$ cat config.mk
export PLATFORM = sky130hd
export DESIGN_NAME = prog_clk_divider
export DESIGN_NICKNAME = d
export VERILOG_FILES = /design/src/rtl/prog_clk_divider.sv
export SDC_FILE = /design/constraint.sdc
export NUM_CORES = 1
export LEC_CHECK = 0
export CELL_PAD_IN_SITES_DETAIL_PLACEMENT = 2
export CELL_PAD_IN_SITES_GLOBAL_PLACEMENT = 2
export CORE_MARGIN = 3
export CORE_UTILIZATION = 25
export CTS_BUF_LIST = sky130_fd_sc_hd__clkbuf_4
export CTS_CLUSTER_DIAMETER = 30
export DETAILED_ROUTE_END_ITERATION = 12
export PLACE_DENSITY = 0.59
export SYNTH_ARGS = -nofsm -noshare
export SYNTH_HDL_FRONTEND = slang
export SYNTH_SLANG_ARGS = --single-unit
$ cat constraint.sdc
create_clock -name clk -period 5.4 [get_ports clk]
set_input_delay 0.54 -clock clk [delete_from_list [all_inputs] [get_ports clk]]
set_output_delay 0.54 -clock clk [all_outputs]
set_load 0.02 [all_outputs]
$ cat src/rtl/prog_clk_divider.sv
// Run-time programmable clock divider: divided waveform, end-of-period tick, glitch-free ratio changes.
// Optional macro CLKDIV_ODD_DUTY50_EN adds a negedge stage giving 50% duty for odd ratios.
module prog_clk_divider #(
  parameter int WIDTH       = 8,
  parameter int DEFAULT_DIV = 2
) (
  input  logic             clk,
  input  logic             reset,
  input  logic             enable,
  input  logic             load,
  input  logic [WIDTH-1:0] div_ratio,
  output logic             clk_out,
  output logic             tick,
  output logic [WIDTH-1:0] count,
  output logic [WIDTH-1:0] active_div,
  output logic             load_pending
);

  typedef enum logic {IDLE = 1'b0, RUN = 1'b1} state_e;

  localparam logic [WIDTH-1:0] DEF_DIV = WIDTH'(DEFAULT_DIV);
  localparam logic [WIDTH-1:0] ONE     = WIDTH'(1);
  localparam logic [WIDTH-1:0] TWO     = WIDTH'(2);

  function automatic logic [WIDTH-1:0] clamp_ratio(input logic [WIDTH-1:0] n);
    return (n < TWO) ? TWO : n;
  endfunction

  // Cycles the posedge-registered phase stays high; written to avoid overflow at N = 2^WIDTH-1.
  function automatic logic [WIDTH-1:0] high_time(input logic [WIDTH-1:0] n);
`ifdef CLKDIV_ODD_DUTY50_EN
    return n >> 1;
`else
    return (n >> 1) + {{(WIDTH-1){1'b0}}, n[0]};
`endif
  endfunction

  state_e           state_q, state_d;
  logic [WIDTH-1:0] cnt_q, cnt_d;
  logic [WIDTH-1:0] n_act_q, n_act_d;
  logic [WIDTH-1:0] n_pend_q, n_pend_d;
  logic             pend_q, pend_d;
  logic             clk_out_q, clk_out_d;
  logic             tick_q, tick_d;
  logic             apply;
  logic             run_d;

  always_comb begin
    state_d  = state_q;
    cnt_d    = cnt_q;
    n_act_d  = n_act_q;
    n_pend_d = n_pend_q;
    pend_d   = pend_q;
    apply    = 1'b0;
    case (state_q)
      IDLE: begin
        cnt_d = '0;
        apply = pend_q;
        if (enable) state_d = RUN;
      end
      RUN: begin
        if (!enable) begin
          state_d = IDLE;
          cnt_d   = '0;
        end else if (cnt_q == n_act_q - ONE) begin
          cnt_d = '0;
          apply = pend_q;
        end else begin
          cnt_d = cnt_q + ONE;
        end
      end
      default: state_d = IDLE;
    endcase
    // The pending value is consumed before a same-edge load overwrites it.
    if (apply) begin
      n_act_d = n_pend_q;
      pend_d  = 1'b0;
    end
    if (load) begin
      n_pend_d = clamp_ratio(div_ratio);
      pend_d   = 1'b1;
    end
    run_d     = (state_d == RUN);
    clk_out_d = run_d && (cnt_d < high_time(n_act_d));
    tick_d    = run_d && (cnt_d == n_act_d - ONE);
  end

  always_ff @(posedge clk or negedge reset) begin
    if (!reset) begin
      state_q   <= IDLE;
      cnt_q     <= '0;
      n_act_q   <= DEF_DIV;
      n_pend_q  <= DEF_DIV;
      pend_q    <= 1'b0;
      clk_out_q <= 1'b0;
      tick_q    <= 1'b0;
    end else begin
      state_q   <= state_d;
      cnt_q     <= cnt_d;
      n_act_q   <= n_act_d;
      n_pend_q  <= n_pend_d;
      pend_q    <= pend_d;
      clk_out_q <= clk_out_d;
      tick_q    <= tick_d;
    end
  end

`ifdef CLKDIV_ODD_DUTY50_EN
  logic neg_q;

  // Half-cycle extension of the high phase for odd ratios; masked once stopped so no runt survives.
  always_ff @(negedge clk or negedge reset) begin
    if (!reset) neg_q <= 1'b0;
    else        neg_q <= clk_out_q & n_act_q[0];
  end

  assign clk_out = clk_out_q | (neg_q & (state_q == RUN));
`else
  assign clk_out = clk_out_q;
`endif

  assign tick         = tick_q;
  assign count        = cnt_q;
  assign active_div   = n_act_q;
  assign load_pending = pend_q;

endmodule

Word-level counts from Yosys, hierarchy flattened

Cells that the tools add are included.

Output and inout port bits: 19
Flip-flop bits (word level): 28

Order comparisons: 2
Bitwise logic cells: 1
Equality and inequality tests: 2
Reduce and logical (&&, ||, !) cells: 3
Mux-type cells: 11
Add/subtract/negate cells: 4

Operator list:

| cell                                               | number |
|---|---|
| two-way mux 8 bit                                  | 4 |
| == test 8 bit                                      | 2 |
| one-hot mux 8 bit (2 select lines)                 | 1 |
| subtractor 8 x 1 -> 8 bit, second input constant   | 2 |
| adder 7 x 1 -> 8 bit                               | 1 |
| adder 8 x 1 -> 8 bit, second input constant        | 1 |
| < comparator 8 x 2 -> 1 bit, second input constant | 1 |
| < comparator 8 bit                                 | 1 |
| two-way mux 1 bit                                  | 5 |
| logical AND 1 bit                                  | 2 |
| one-hot mux 1 bit (2 select lines)                 | 1 |
| nonzero test 2 bit                                 | 1 |
| inverter 1 bit                                     | 1 |

Depth between registers and ports, before layout

Depth in word-level cells: 9
Gate-level depth with buffers: 17
Mapped depth without buffers: 17

Worst setup path before layout

Ideal clock, no wire load.

Kind: register to register
Start: register n_act_q[1] (netlist: active_div[1])
End: register clk_out_q (netlist: clk_out)
Setup time: 0.065 ns
Period minus slack after synthesis: 3.675 ns
Slack: 1.725 ns
Arrival: 3.610 ns
Path buffers: 0
Cell stages (with the launch flop): 17
Data required time: 5.335 ns
Cell sequence: dfstp_2 -> inv_1 -> ha_1 -> o21ba_2 -> a221oi_1 -> a31oi_1 -> o31ai_1 -> nand2_2 -> a21oi_1 -> inv_1 -> ha_1 -> xnor2_1 -> ha_1 -> a21o_1 -> a21o_1 -> a21oi_1 -> o211a_1

Cells in the longest elaborated chain, start to end: 9

RTL lines:

| element                            | RTL line | source |
|---|---|---|
| start: declaration                 | 40       | `logic [WIDTH-1:0] n_act_q, n_act_d;` |
| start signal: assignment           | 100      | `n_act_q <= n_act_d;` |
| subtractor 8 x 1 -> 8 bit          | 65       | `end else if (cnt_q == n_act_q - ONE) begin` |
| == test 8 bit                      | 65       |  |
| two-way mux 1 bit                  | 65       |  |
| two-way mux 1 bit                  | 62       | `if (!enable) begin` |
| one-hot mux 1 bit (2 select lines) | 55       | `case (state_q)` |
| two-way mux 8 bit                  | 75       | `if (apply) begin` |
| via n_act_d[0]                     | 40       |  |
| adder 7 x 1 -> 8 bit               | 34       | `return (n >> 1) + {{(WIDTH-1){1'b0}}, n[0]};` |
| < comparator 8 bit                 | 84       | `clk_out_d = run_d && (cnt_d < high_time(n_act_d));` |
| logical AND 1 bit                  | 84       |  |
| via clk_out_d                      | 43       | `logic clk_out_q, clk_out_d;` |
| end signal: assignment             | 103      | `clk_out_q <= clk_out_d;` |
| end: declaration                   | 43       |  |

The timed path passes the listed nets, and every way through them passes these cells.
A chain may end at the register's enable or synchronous reset.

Worst setup path in the final report

Start: register n_act_q[0] (netlist: active_div[0])
End: register clk_out_q (netlist: clk_out)

Cells in the longest elaborated chain, start to end: 9

RTL lines:

| element                            | RTL line |
|---|---|
| subtractor 8 x 1 -> 8 bit          | 65 |
| == test 8 bit                      | 65 |
| two-way mux 1 bit                  | 65 |
| two-way mux 1 bit                  | 62 |
| one-hot mux 1 bit (2 select lines) | 55 |
| two-way mux 8 bit (*)              | 75 |
| via n_act_d[0]                     | 40 |
| adder 7 x 1 -> 8 bit (*)           | 34 |
| < comparator 8 bit (*)             | 84 |
| logical AND 1 bit (*)              | 84 |
| via clk_out_d                      | 43 |

The timed path passes the listed nets; every way through them passes the cells marked *.

==> summary.txt <==
register area = 703.2 µm²
Fill cells = 889
DR pass1 iterations = 3
Synth area leader = dfrtp_1
wire per inst = 18.74 µm
Post-synth EDFFs = 0
period utilization = 0.7978
Clk pin slew, worst setup/hold paths = 170 ps
Arrival @ worst endpoint = 4610 ps
Post-CTS Setup Bufs = 0
# resized after CTS = 0
Worst path most repeated cell = ha_1
I/O Buffers = 30
most frequent cells in the layout = clkdlybuf4s50_1 (30), dfrtp_1 (26), xnor2_1 (13), nor2_1 (12)
Async SR Flop Fraction = 1.000
Initial Util = 0.2592
commonest non-fill, non-tap cell in the layout = clkdlybuf4s50_1
Slew Limit Fails = 0
vias in the first global route = 1802
max_cap viols = 0
Worst path slowest cell = dfrtp_1
RePlAce Congestion = 0.7363
FF+latch count, synth = 28
CP Class = register to register
Peak supply drop = 85.37 µV
gr ovfl total = 0
CP bufs+invs = 2
kind of cell adding the most delay to the critical path = compound AO/OA/AOI/OAI gates
Die ar. = 0.009165 mm²
Max Fclk = 232.1 MHz
DP Wirelength = 4886 µm
critical-path maximum fanout = 8
CTS Buffer Depth = 2
synth-to-layout area growth = 22.25%
crit path cell chain = inv_1, ha_1, nor3b_1, and3_1, o2111ai_1, o31ai_1, nand2_2, a21oi_1, inv_1, ha_1, xnor2_1, ha_1, a21o_1, a21o_1, a21oi_1, o211a_1
Die X-Extent = 95.74 µm
Pwr Total = 0.0006230 W
Yosys Warn Count = 0
synthesized cell area = 0.002013 mm²
clk_lat worst skew = 340 ps
slowest stage delay, CP = 490 ps
sequential-to-total area share from yosys stat = 0.3493
CP endpoint kind = register
Ports = 31
num rows = 32
Num CTS Buffers = 3
# diodes = 0
Finish-stage setup viols = 0
GRT Total Usage = 0.1485
synthesized instance count = 196
clock root cell = clkbuf_4
first-pass GRT wire length = 10250 µm
worst path required time = 5700 ps
Avg Inst Size Synth = 10.27 µm²
synth top area cells = dfrtp_1 (32%), ha_1 (6.2%), mux2_2 (6.2%)
RSZ-0062 raised after global routing = no
layout cell share with drive strength beyond 1 = 0.1410
slew margin rel. = 0.5973
Leak = 0.9754 nW
antenna violations before repair = 0
DRC viols = 0
CTS tree = done
Post-Route WL = 6165 µm
area of the multi-input gates = 0.001251 mm²
crit path launch type = register
final count of hold timing violations = 0
PwrDens = 253.1 mW/mm²
Tmin final = 4308 ps
top cell type's share of synthesized area = 0.3232
DR vias = 1673
largest net degree at the start of global routing = 29
Vias per Instance = 5.085
slew at the pin closest to its max-slew limit = 601.2 ps
Final TNS setup = 0 ps
clock sink total = 28
worst slack, placed = 1145 ps
synth unique cells = 59
status = finished, final reports clean
Core Area = 0.007767 mm²
Setup Skew = 6.654 ps
antenna viol nets, final = 0
nets@finish = 250
Die Height = 95.74 µm
Main synth FF type = dfrtp_1
worst min path class = primary input to asynchronous set/reset pin
post-synth net total = 218
initial detailed-routing violation count = 28
H-tree depth = 1
Final WS setup = 1092 ps
Post-CTS Hold Fix Bufs = 0
-- Yosys cell counts (3+ instances only) --
cell / count
dfrtp_1: 26
xnor2_1: 13
nor2_1: 12
mux2_2: 11
nand3_1: 11
ha_1: 10
inv_1: 9
xor2_1: 9
a21oi_1: 5
nor3_1: 5
o21ai_0: 5
a21o_1: 4
and3_1: 4
or4_1: 4
clkbuf_1: 3
mux2i_1: 3
nand2b_1: 3
nor4_1: 3
o211ai_1: 3
or3_1: 3
-- state kept, by name, indices dropped and copies added, names as in the netlist --
signal	cells
active_div	8
count	8
n_pend_q	8
clk_out	1
load_pending	1
state_q	1
tick	1
-- path summary, 6_finish.rpt --
check / start / to / slack [ps] / cells after the start
worst min register to register: n_pend_q[6] / n_pend_q[6] / 560 / 1
min in group clk: n_pend_q[6] / n_pend_q[6] / 560 / 1
worst min-delay path: reset / count[5] / 560 / 2
max in group asynchronous: reset / active_div[1] / 4510 / 2
worst max-delay path: active_div[0] / clk_out / 1090 / 16
worst max register to register: active_div[0] / clk_out / 1090 / 16
-- cell type report --
cell class / instances / share of cell area
Inverter: 10 / 0.01525
Multi-Input combinational cell: 153 / 0.5084
Sequential cell: 28 / 0.2857
Clock inverter: 1 / 0.001525
Tap cell: 102 / 0.05186
Timing Repair Buffer: 32 / 0.1281
Clock buffer: 3 / 0.009151
-- cell families (layout without fill, tap and decap cells) --
kind of cell	Yosys count	count (layout)	synth area share
multiplexers	16	16	0.09074
AND/OR/NAND/NOR	64	64	0.2014
AO/OA/AOI/OAI	39	39	0.1479
flip-flops	28	28	0.3493
XOR/XNOR	24	24	0.1193
buffers and inverters	15	46	0.02921
adder cells (fa/ha/maj)	10	10	0.06215
-- power by group --
part	internal, W	switching [W]	total (W)
logic	0.000119	0.000137	0.000257
registers	0.000231	0.0000358	0.000267
clock network	0.0000272	0.0000720	0.0000992
-- metrics by stage --
step                      instance area (µm²)  std cells  hold WS (ps)    util
after floorplan                          2013        196         244.4       -
after global placement                   2435        325         518.8  0.3135
after detailed placement                 2435        325         536.6  0.3135
after CTS                                2461        329         565.9  0.3168
after global routing                     2461        329         574.0  0.3168
final                                    2461        329         563.1  0.3168
-- routing by layer --
metal | vias up | routed length [µm] | global-route usage
li1 | 798 | - | -
met3 | 8 | 127 | 0.01720
met2 | 24 | 2836 | 0.2368
met5 | - | 0 | 0
met4 | 0 | 123 | 0.04739
met1 | 843 | 3078 | 0.2092
(Power assumes the default switching activity.)
